[config.mk]
export PLATFORM = sky130hd
export DESIGN_NAME = wb_arb2
export DESIGN_NICKNAME = d
export VERILOG_FILES = /design/src/rtl/wb_arb2.sv
export SDC_FILE = /design/constraint.sdc
export NUM_CORES = 1
export LEC_CHECK = 0
export CORE_AREA = 4 4 121 123
export DETAILED_ROUTE_END_ITERATION = 10
export DIE_AREA = 0 0 125 127
export GPL_TIMING_DRIVEN = 0
export PLACE_DENSITY = 0.71
export SLEW_MARGIN = 10
export SYNTH_ARGS = -nofsm -noshare
export SYNTH_HDL_FRONTEND = slang
export SYNTH_SLANG_ARGS = --single-unit
[constraint.sdc]
create_clock -name wb_clk_i -period 2.29 [get_ports wb_clk_i]
set_input_delay 0.458 -clock wb_clk_i [delete_from_list [all_inputs] [get_ports wb_clk_i]]
set_output_delay 0.458 -clock wb_clk_i [all_outputs]
set_load 0.02 [all_outputs]
[src/rtl/wb_arb2.sv]
// Two-master to one-slave Wishbone classic arbiter.
// Round-robin grant held for the whole of CYC, combinational slave mux,
// broadcast read data and an ack-timeout watchdog that answers a stalled
// master with a one-cycle ERR pulse.
module wb_arb2 #(
    parameter int AW      = 32,
    parameter int DW      = 32,
    parameter int TIMEOUT = 255,
    parameter int TW      = 8
) (
    input  logic            wb_clk_i,
    input  logic            wb_rst_i,
    // master 0
    input  logic            m0_cyc_i,
    input  logic            m0_stb_i,
    input  logic            m0_we_i,
    input  logic [AW-1:0]   m0_adr_i,
    input  logic [DW-1:0]   m0_dat_i,
    input  logic [DW/8-1:0] m0_sel_i,
    output logic [DW-1:0]   m0_dat_o,
    output logic            m0_ack_o,
    output logic            m0_err_o,
    // master 1
    input  logic            m1_cyc_i,
    input  logic            m1_stb_i,
    input  logic            m1_we_i,
    input  logic [AW-1:0]   m1_adr_i,
    input  logic [DW-1:0]   m1_dat_i,
    input  logic [DW/8-1:0] m1_sel_i,
    output logic [DW-1:0]   m1_dat_o,
    output logic            m1_ack_o,
    output logic            m1_err_o,
    // slave
    output logic            s_cyc_o,
    output logic            s_stb_o,
    output logic            s_we_o,
    output logic [AW-1:0]   s_adr_o,
    output logic [DW-1:0]   s_dat_o,
    output logic [DW/8-1:0] s_sel_o,
    input  logic [DW-1:0]   s_dat_i,
    input  logic            s_ack_i,
    // grant status
    output logic [1:0]      gnt_o
);

    localparam logic [1:0] IDLE = 2'd0;
    localparam logic [1:0] GNT0 = 2'd1;
    localparam logic [1:0] GNT1 = 2'd2;

    localparam logic [TW-1:0] TIMEOUT_CNT = TW'(TIMEOUT);

    logic [1:0]    state_reg, state_next;
    logic          last_reg, last_next;
    logic [TW-1:0] cnt_reg, cnt_next;
    logic [1:0]    cyc_vec;
    logic [1:0]    ack_vec;
    logic [1:0]    err_vec;
    logic          timeout_hit;

    assign cyc_vec = {m1_cyc_i, m0_cyc_i};

    // Grant status is a pure decode of the state, so reset clears it at once.
    assign gnt_o = {state_reg == GNT1, state_reg == GNT0};

    // Arbitration: round-robin on ties from IDLE, hold while the owner keeps CYC,
    // direct handover to a waiting master when the owner lets go.
    always_comb begin
        state_next = state_reg;
        case (state_reg)
            IDLE: begin
                if (&cyc_vec)
                    state_next = last_reg ? GNT0 : GNT1;
                else if (m0_cyc_i)
                    state_next = GNT0;
                else if (m1_cyc_i)
                    state_next = GNT1;
            end
            GNT0: begin
                if (!m0_cyc_i)
                    state_next = m1_cyc_i ? GNT1 : IDLE;
            end
            GNT1: begin
                if (!m1_cyc_i)
                    state_next = m0_cyc_i ? GNT0 : IDLE;
            end
            default: state_next = IDLE;
        endcase
    end

    // Remember which master was granted most recently for the next tie.
    always_comb begin
        last_next = last_reg;
        if (state_next == GNT0)
            last_next = 1'b0;
        else if (state_next == GNT1)
            last_next = 1'b1;
    end

    // Route the granted master to the slave; STB is qualified by CYC so a
    // falling CYC drops the strobe in the same cycle.
    always_comb begin
        s_cyc_o = 1'b0;
        s_stb_o = 1'b0;
        s_we_o  = 1'b0;
        s_adr_o = '0;
        s_dat_o = '0;
        s_sel_o = '0;
        case (state_reg)
            GNT0: begin
                s_cyc_o = m0_cyc_i;
                s_stb_o = m0_cyc_i & m0_stb_i;
                s_we_o  = m0_we_i;
                s_adr_o = m0_adr_i;
                s_dat_o = m0_dat_i;
                s_sel_o = m0_sel_i;
            end
            GNT1: begin
                s_cyc_o = m1_cyc_i;
                s_stb_o = m1_cyc_i & m1_stb_i;
                s_we_o  = m1_we_i;
                s_adr_o = m1_adr_i;
                s_dat_o = m1_dat_i;
                s_sel_o = m1_sel_i;
            end
            default: ;
        endcase
    end

    // Ack always wins over a coinciding timeout.
    assign timeout_hit = s_stb_o & ~s_ack_i & (cnt_reg == TIMEOUT_CNT);

    // Watchdog counts unacknowledged strobe cycles of the current grant and
    // restarts after every ack, idle strobe, grant change or emitted ERR.
    always_comb begin
        if ((state_next != state_reg) || !s_stb_o || s_ack_i || timeout_hit)
            cnt_next = '0;
        else
            cnt_next = cnt_reg + TW'(1);
    end

    // Per-master termination: only the granted master ever sees ack or err.
    generate
        for (genvar gi = 0; gi < 2; gi++) begin : g_term
            assign ack_vec[gi] = s_ack_i & gnt_o[gi];
            assign err_vec[gi] = gnt_o[gi] & timeout_hit;
        end
    endgenerate

    assign m0_ack_o = ack_vec[0];
    assign m1_ack_o = ack_vec[1];
    assign m0_err_o = err_vec[0];
    assign m1_err_o = err_vec[1];
    assign m0_dat_o = s_dat_i;
    assign m1_dat_o = s_dat_i;

    // State registers; reset is asynchronous so an in-flight cycle aborts immediately.
    always_ff @(posedge wb_clk_i or posedge wb_rst_i) begin
        if (wb_rst_i) begin
            state_reg <= IDLE;
            last_reg  <= 1'b1;
            cnt_reg   <= '0;
        end else begin
            state_reg <= state_next;
            last_reg  <= last_next;
            cnt_reg   <= cnt_next;
        end
    end

endmodule

==> results of run 1 <==
-- cell usage in the layout, fill, tap and decap left out, types with 2 or more instances in the layout --
cell type / count
sky130_fd_sc_hd__a21oi_1: 2
sky130_fd_sc_hd__a22oi_1: 46
sky130_fd_sc_hd__a22oi_2: 24
sky130_fd_sc_hd__and2_1: 3
sky130_fd_sc_hd__and3_1: 2
sky130_fd_sc_hd__buf_2: 60
sky130_fd_sc_hd__buf_4: 77
sky130_fd_sc_hd__buf_6: 4
sky130_fd_sc_hd__buf_8: 4
sky130_fd_sc_hd__clkbuf_16: 6
sky130_fd_sc_hd__clkbuf_4: 5
sky130_fd_sc_hd__clkbuf_8: 9
sky130_fd_sc_hd__clkdlybuf4s15_2: 11
sky130_fd_sc_hd__clkdlybuf4s50_1: 208
sky130_fd_sc_hd__dfrtp_1: 8
sky130_fd_sc_hd__dfrtp_2: 2
sky130_fd_sc_hd__ha_1: 4
sky130_fd_sc_hd__ha_4: 3
sky130_fd_sc_hd__inv_1: 7
sky130_fd_sc_hd__inv_4: 2
sky130_fd_sc_hd__nand2_1: 8
sky130_fd_sc_hd__nand3_1: 4
sky130_fd_sc_hd__nand4_1: 2
sky130_fd_sc_hd__nor2_1: 4
sky130_fd_sc_hd__nor2b_1: 12
sky130_fd_sc_hd__nor2b_2: 57
sky130_fd_sc_hd__nor3_1: 4
sky130_fd_sc_hd__nor3_2: 2
sky130_fd_sc_hd__nor4_1: 3
sky130_fd_sc_hd__o21ai_0: 2
sky130_fd_sc_hd__xnor2_1: 3
sky130_fd_sc_hd__xor2_1: 3
-- how the worst min path moves through the flow --
stage	to	slack (ns)	from
finish	cnt_reg[0]	0.48	cnt_reg[0]
global route	cnt_reg[0]	0.50	cnt_reg[0]
detailed placement	cnt_reg[0]	0.47	cnt_reg[0]
global placement	cnt_reg[0]	0.45	cnt_reg[0]
CTS	cnt_reg[0]	0.47	cnt_reg[0]
floorplan	cnt_reg[0]	0.31	wb_rst_i
-- what timing repair did --
action,4_1_cts,5_1_grt
cloned,1,1
gates resized for setup,324,76
buffers inserted,7,3
setup endpoints to repair,86,70
pin swaps,3,6
-- kinds of logic after synthesis --
logic type | after synthesis | share of synthesized area [%]
adder cells (fa/ha/maj) | 7 | 3.735
AO/OA/AOI/OAI | 87 | 28.76
flip-flops | 11 | 11.79
XOR/XNOR | 6 | 2.242
multiplexers | 1 | 0.4269
AND/OR/NAND/NOR | 105 | 26.47
buffers and inverters | 99 | 26.57
-- worst max-delay path, delay by kind of cell (launching register included) --
kind | cells | cell delay, ns
DFF | 1 | 0.43
and+or+nand+nor | 2 | 0.36
buffers and inverters | 3 | 0.30
adders and majority gates | 1 | 0.30
AOI/OAI and AO/OA | 1 | 0.21
-- metal layers --
metal,share of wire [%],global-route usage (%),vias up
li1,-,-,1654
met1,37,18.14,1626
met2,53,30.21,211
met3,8.1,3.595,16
met4,1.5,3.061,0
met5,0,0,-
-- report_power, final --
part           internal [mW]  total, mW  switching [mW]
combinational           2.35       4.81            2.46
sequential             0.228      0.268          0.0395
clock                  0.233      0.311          0.0779
-- stage by stage --
step / hold WS (ns) / util [%] / cells / instance area (µm²) / worst slack (ns)
after floorplan: 0.3097 / - / 316 / 2490 / 0.03627
after global placement: 0.4511 / 40.60 / 779 / 5548 / -1.443
after detailed placement: 0.4675 / 40.60 / 779 / 5548 / -1.466
after CTS: 0.4726 / 43.58 / 791 / 5956 / -0.03535
after global routing: 0.4976 / 42.81 / 794 / 5851 / -0.09329
final: 0.4771 / 42.81 / 794 / 5851 / -0.009353
-- final cells by class --
type                            instances  area, µm²  share of cell area, %
Buffer                                 89      803.3                  13.73
Clock buffer                            4      78.83                  1.347
Tap cell                              180      225.2                  3.849
Timing Repair Buffer                  295       2661                  45.49
Sequential cell                        11      279.0                  4.769
Inverter                                9      38.79                 0.6630
Multi-Input combinational cell        206       1764                  30.15
==> summary.md, run 1 <==
Entering global routing, the biggest net connects 12 pins. Setup repair after global routing could not meet its margin everywhere. The slew of the pin with the lowest slew margin is 0.6627 ns, and the flop-to-flop setup slack is 0.08 ns. Post-synthesis register bit count: 11. The worst setup path is launched from a flop. The die is 125 µm wide. For the floorplan row count, the log shows 43. The final critical-path required period was 2.299 ns.

The run gives 1 as the number of H-tree levels. The core region is 13670 µm². The logs give 0 for the number of hold violations in the final report and 0.8705 for the global placer's final weighted congestion. Relative to the synthesized area, the layout overhead comes to 149.5%. For the via count of the first global-routing pass, the log shows 3767. The flip-flop count of the largest register, all copies and words added is 8.

The fill cell instance count of the final layout is 1358. The worst register-to-register path ends at cnt_reg[7]. Of all nets on the critical path, the largest fanout is 5. The logs give 84 for the detailed router's first-iteration violation count and 0 for the cts-stage hold buffer count.

The final sum of negative setup slack was -0.01698 ns; the portion of the post-synthesis area used by sequential elements was 11.79%. Clock tree synthesis selected as its root buffer the cell sky130_fd_sc_hd__clkbuf_16. The run gives 0 as the Yosys warning count.

Ranked by total cell area, the synthesized netlist is headed by sky130_fd_sc_hd__a22oi_1 (22%), sky130_fd_sc_hd__buf_4 (21%), sky130_fd_sc_hd__nor2b_1 (18%). For this design the ratio of total power to cell area is 920.9 nW/µm². Among all cell types in the netlist, the one instantiated most often is sky130_fd_sc_hd__a22oi_1. For the worst supply voltage drop on vdd, the log shows 382.6 µV.

The worst setup path is of the reg2out kind. The run finished, with violations left. The most used flip-flop cell after synthesis is sky130_fd_sc_hd__dfrtp_1. In the final layout, the share of cells above drive strength 1 is 45.11%.

The class of the tightest hold or removal check is reg2reg. The count of port buffers added during placement is 283, and the total clock sinks is 11. After synthesis, the share of flip-flops with an asynchronous set or reset is 100.0%.

In the finished design, the share of the clock period the worst path needs comes to 100.4%. The max-cap violation count is 0. At the worst endpoint, the required time is 1.83 ns.

Synthesis produced a netlist whose cell count is 316. The critical path starts at state_reg[0]. Across every metal layer, demand over resource in global routing totals 15.84%. The run gives 0.4349 GHz as the highest clock rate.

The worst register-to-register path begins at state_reg[0]. The detailed router placed 3507 vias in this run. Once the floorplan was initialized, standard cells occupied 17.16% of the core. The final global-route overflow total was 0. For this run, the detailed router's first-pass iteration total came to 4.

Each instance of the synthesized netlist takes up on average 7.420 µm². Total leakage power: 2.417 nW. The depth of the most critical reg-to-reg path was 9; the share of the synthesized area in the top cell type was 22.41%. The tools report the wire length of the first global-routing pass as 20310 µm. The final reports fail on negative setup slack. Counting flops with a built-in enable in the synthesized netlist gives 0. Setup violations remaining at the end of the flow were counted as 2.

At the end of the flow, the number of nets in the layout was 799. The critical path ends at m1_err_o. Clock-pin slew was measured on the worst setup and hold paths at 0.04 ns. The run gives 0 as the number of antenna violations at the first check in global routing. The average wire per standard cell came out at 17.76 µm. No sink is reached through more buffers than the 2 on the longest clock path. For the clock tree skew after final layout, the log shows 0.001661 ns. The HPWL after detailed placement came out at 11270 µm.

STA classifies the critical path endpoint as a primary output. TritonCTS built the clock tree. For the data arrival time of the critical path, the log shows 1.84 ns.

Summed over all layers, the routed wires come to 14100 µm. The final worst-path setup slack is -0.009353 ns, and the delay of the slowest critical-path stage is 0.43 ns. The headroom to the max-slew limit is 55.82%, and the number of nets in the synthesized netlist is 500. Once detail routing completed, the nets flagged for antenna violations numbered 0. The tools report the latest clock arrival within the worst-skew pair as 0.23 ns. After synthesis, the most frequently instantiated cells are sky130_fd_sc_hd__a22oi_1 (70), sky130_fd_sc_hd__nor2b_1 (69), sky130_fd_sc_hd__buf_4 (67), sky130_fd_sc_hd__clkbuf_1 (19), sky130_fd_sc_hd__dfrtp_1 (10). The total clock buffers created by CTS is 3. The run gives 15880 µm² as the overall die area. The overall die height was 127 µm.

The slowest cell on the critical path was sky130_fd_sc_hd__dfrtp_2. 318 I/O pins were placed. The post-synthesis cell area was 2345 µm². For the antenna diode count, the log shows 0. The depth of the worst hold-timing path works out to 1. The critical path goes through inv_4 > ha_4 > buf_8 > nand4_1 > a21oi_2 > and3_4 > buf_6. In the routed layout, each cell is associated on average with a via count of 4.417. The tools report the number of remaining DRC errors as 0. Total power for the finished layout comes to 5.388 mW. The max-slew violation count was 0; the post-synthesis cell type count was 37. The biggest area contributor in the post-synthesis netlist is sky130_fd_sc_hd__a22oi_1.
No activity file was read; power rests on OpenSTA's default activity.
==> inputs of run 2 (changes only) <==
--- a/config.mk
+++ b/config.mk
@@ -7,3 +7,4 @@
 export LEC_CHECK = 0
-export CORE_AREA = 4 4 121 123
+export CAP_MARGIN = 20
+export CORE_AREA = 2 2 123 125
 export DETAILED_ROUTE_END_ITERATION = 10
@@ -11,3 +12,3 @@
 export GPL_TIMING_DRIVEN = 0
-export PLACE_DENSITY = 0.71
+export PLACE_DENSITY = 0.68
 export SLEW_MARGIN = 10
--- a/constraint.sdc
+++ b/constraint.sdc
@@ -3,2 +3,2 @@
 set_output_delay 0.458 -clock wb_clk_i [all_outputs]
-set_load 0.02 [all_outputs]
+set_load 0.1 [all_outputs]
==> run 2 against run 1 <==
  * The flow now finishes without violations
  * Utilization grew 6.6 points
  * Cell area rose by 22%
  * Die area stayed put
  * Global-route usage decreased by 1.9 points
  * Critical path depth stayed put
  * Maximum frequency grew 2.1%
  * Cell count increased by 0.63%
  * Worst hold slack got worse by 0.011 ns
  * Sequential cell count unchanged
  * Total power increased by 92%
  * Combinational power rose by 100%
==> summary.md, run 2 (synthesis gave the netlist of run 1 again) <==
The run finished with clean final reports. The total clock sinks came out at 11 (unchanged). Clock edge transition at the registers on the reported setup and hold paths: 0.04 ns (about the same). In the layout the commonest cells are sky130_fd_sc_hd__clkdlybuf4s50_1 (206), sky130_fd_sc_hd__buf_4 (74), sky130_fd_sc_hd__nor2b_4 (69). The wire length of the first global-routing pass came out at 18490 µm (-8.9%). The worst register-to-register path ends at cnt_reg[7]. The number of iterations in the first detailed-routing pass was 4 (unchanged); the max-cap violation count was 0 (unchanged).

The power density normalized to cell area came out at 1452 nW/µm² (+58%). Worst setup path category: reg2out. The slowest cell on the critical path is sky130_fd_sc_hd__dfrtp_2.

The area overhead of the layout relative to synthesis is 203.9%, and the final global-route overflow total is 0 (unchanged). The required time of the critical path was 1.83 ns (about the same); the final worst-path setup slack was 0.03763 ns (+0.04698 ns). The max-slew violation count is 0 (unchanged). The depth of the worst hold-timing path came out at 1 (unchanged). The wire length reported by the detailed router is 12270 µm (-13%), and the cell area after layout is 7126 µm² (+22%). The slew of the pin with the lowest slew margin came out at 0.9801 ns (+0.3174 ns). The average wire per standard cell works out to 15.35 µm (-14%).

The number of standard cells in the final layout excluding fillers was 799 (+0.63%); the post-placement cell area was 6421 µm² (+16%). Pin count of the biggest net entering global routing: 12 (unchanged). The floorplan row count was 44 (+2.3%).

The logs give -1.092 ns (+0.3743 ns) for the worst setup timing slack at the placement stage and 1.79 ns (-0.05 ns) for the data arrival time of the critical path. TritonCTS built the clock tree. For the number of top-level pins, the log shows 318 (unchanged).

The delay of the slowest critical-path stage works out to 0.42 ns (about the same). The detailed router's first-iteration violation count was 117 (+39%); the HPWL after detailed placement was 9943 µm (-12%). The final critical-path required period was 2.252 ns (-0.04698 ns). The utilization after layout was 49.40% (+6.6 points); the worst path buffer plus inverter count was 4 (+1).

The ratio of cells with drive above 1 in the final layout was 54.15% (+9.0 points); the count of port buffers added during placement was 283 (unchanged). Setup repair after global routing could not meet its margin everywhere. The critical-path maximum fanout is 10 (+5), and the antenna diode count is 0 (unchanged). The run gives 0 (-2) as the count of final setup violators.

The tools report the starting density of the core as 16.26% (-0.90 points). The tools report the number of antenna violations at the first check in global routing as 0 (unchanged). For the clock tree skew after final layout, the log shows 0.003028 ns (+0.001368 ns). In this run the worst setup path begins at state_reg[1]. The min-delay analysis places its worst path in the category reg2reg.

For hold timing, the worst endpoint is cnt_reg[0]. Fill cell instance count of the final layout: 1277 (-6.0%). Leaving out fill and tap cells, the most frequent cell in the layout is sky130_fd_sc_hd__clkdlybuf4s50_1. The tools report the worst supply voltage drop on vdd as 539.9 µV (+41%). The kind of cell with the highest combined delay along the critical path is buffers and inverters. The residual antenna-violating net count after detailed routing was 0 (unchanged); the width of the chip was 125 µm (unchanged). The startpoint identified for the worst hold timing path is cnt_reg[0]. The total area of sequential cells is 279.0 µm² (unchanged).

The combined global-route utilization of all metal layers is 13.94% (-1.9 points), and the overall die height is 127 µm (unchanged). The tools report the total clock buffers created by CTS as 3 (unchanged). For the flop-to-flop setup slack, the log shows 0.21 ns (+0.13 ns).

The tools report the overall die area as 15880 µm² (unchanged). Via density per instance: 4.267 (-3.4%). The number of H-tree levels was 1 (unchanged); the highest clock rate was 0.4440 GHz (+2.1%).

For the final sum of negative setup slack, the log shows 0 ns (+0.01698 ns). The total leakage power was 2.821 nW (+17%); the depth of the most critical reg-to-reg path was 9 (unchanged). Walking the worst path, the cells encountered are buf_6 > ha_4 > clkbuf_16 > clkbuf_16 > a22oi_2 > nor2b_4 > buf_12. The run gives 34.46% (-21 points) as the headroom to the max-slew limit. Counting stages on the worst path, the most repeated cell is sky130_fd_sc_hd__clkbuf_16.

The number of nets in the layout is 800 (+0.13%), and the global placer's final weighted congestion is 0.8561 (-1.7%). The startpoint class of the critical path was a flop. The area of the placeable core came out at 14420 µm² (+5.5%).

The run gives 2 (unchanged) as the maximum number of buffers from clock root to sink. Total vias in the final route: 3409 (-2.8%). Nature of the critical path endpoint: a primary output. Power after layout: 10.34 mW (+92%).

The via count of the first global-routing pass is 3632 (-3.6%). Latest clock arrival within the worst-skew pair: 0.24 ns (about the same). The cell at the root of the clock tree is sky130_fd_sc_hd__clkbuf_16.

The tools report the cell count after placement as 783 (+0.51%). For the worst hold-check slack, the log shows 0.4666 ns (-0.01050 ns). The flip-flop count of the largest register, all copies and words added is 8 (unchanged). The post-route clock period utilization came out at 98.36% (-2.1 points). The number of hold violations in the final report is 0 (unchanged).

The total area of multi-input combinational cells is 2323 µm² (+32%), and the number of remaining DRC errors is 0 (unchanged). The launching point of the worst reg2reg path is state_reg[0].
-- run 2: worst max path at each step --
stage,end,slack [ns],depth (start not counted)
global placement,s_cyc_o,-1.09,6
CTS,m1_err_o,-0.07,7
finish,s_dat_o[9],0.04,7
floorplan,s_adr_o[10],-0.11,6
detailed placement,s_sel_o[0],-1.09,6
global route,m0_err_o,-0.02,7
-- run 2: layer usage --
metal	part of all wire (%)	vias up	GRT usage, %
met5	0	-	0
met3	6.4	12	2.345
met2	56	161	28.36
met4	1.3	0	2.745
li1	-	1651	-
met1	36	1585	15.01
-- run 2: layout make-up --
class | count | share of cell area, %
timing repair buffer | 296 | 46.71
multi-input combinational | 206 | 32.61
buffer | 89 | 11.89
sequential | 11 | 3.916
tap | 184 | 3.231
clock buffer | 4 | 1.106
inverter | 9 | 0.5443
-- run 2: what timing repair did --
action,CTS,global route
gates cloned,1,2
gates resized for setup,598,38
endpoints found under the hold margin,0,0
buffers inserted,7,3
pin swaps,4,6
setup endpoints to repair,83,78
hold buffers,0,0
-- run 2: report_power, final --
part           internal (mW)  switching, mW  total [mW]  leakage, nW
combinational           3.87           5.90        9.77         2.64
sequential             0.228         0.0326       0.261        0.145
clock                  0.233         0.0824       0.316       0.0382
==> inputs of run 3 (changes only) <==
Settings changed: CAP_MARGIN 20 to not set.
==> results of run 3 <==
The final DEF is identical to that of run 2; final timing and power are the same.
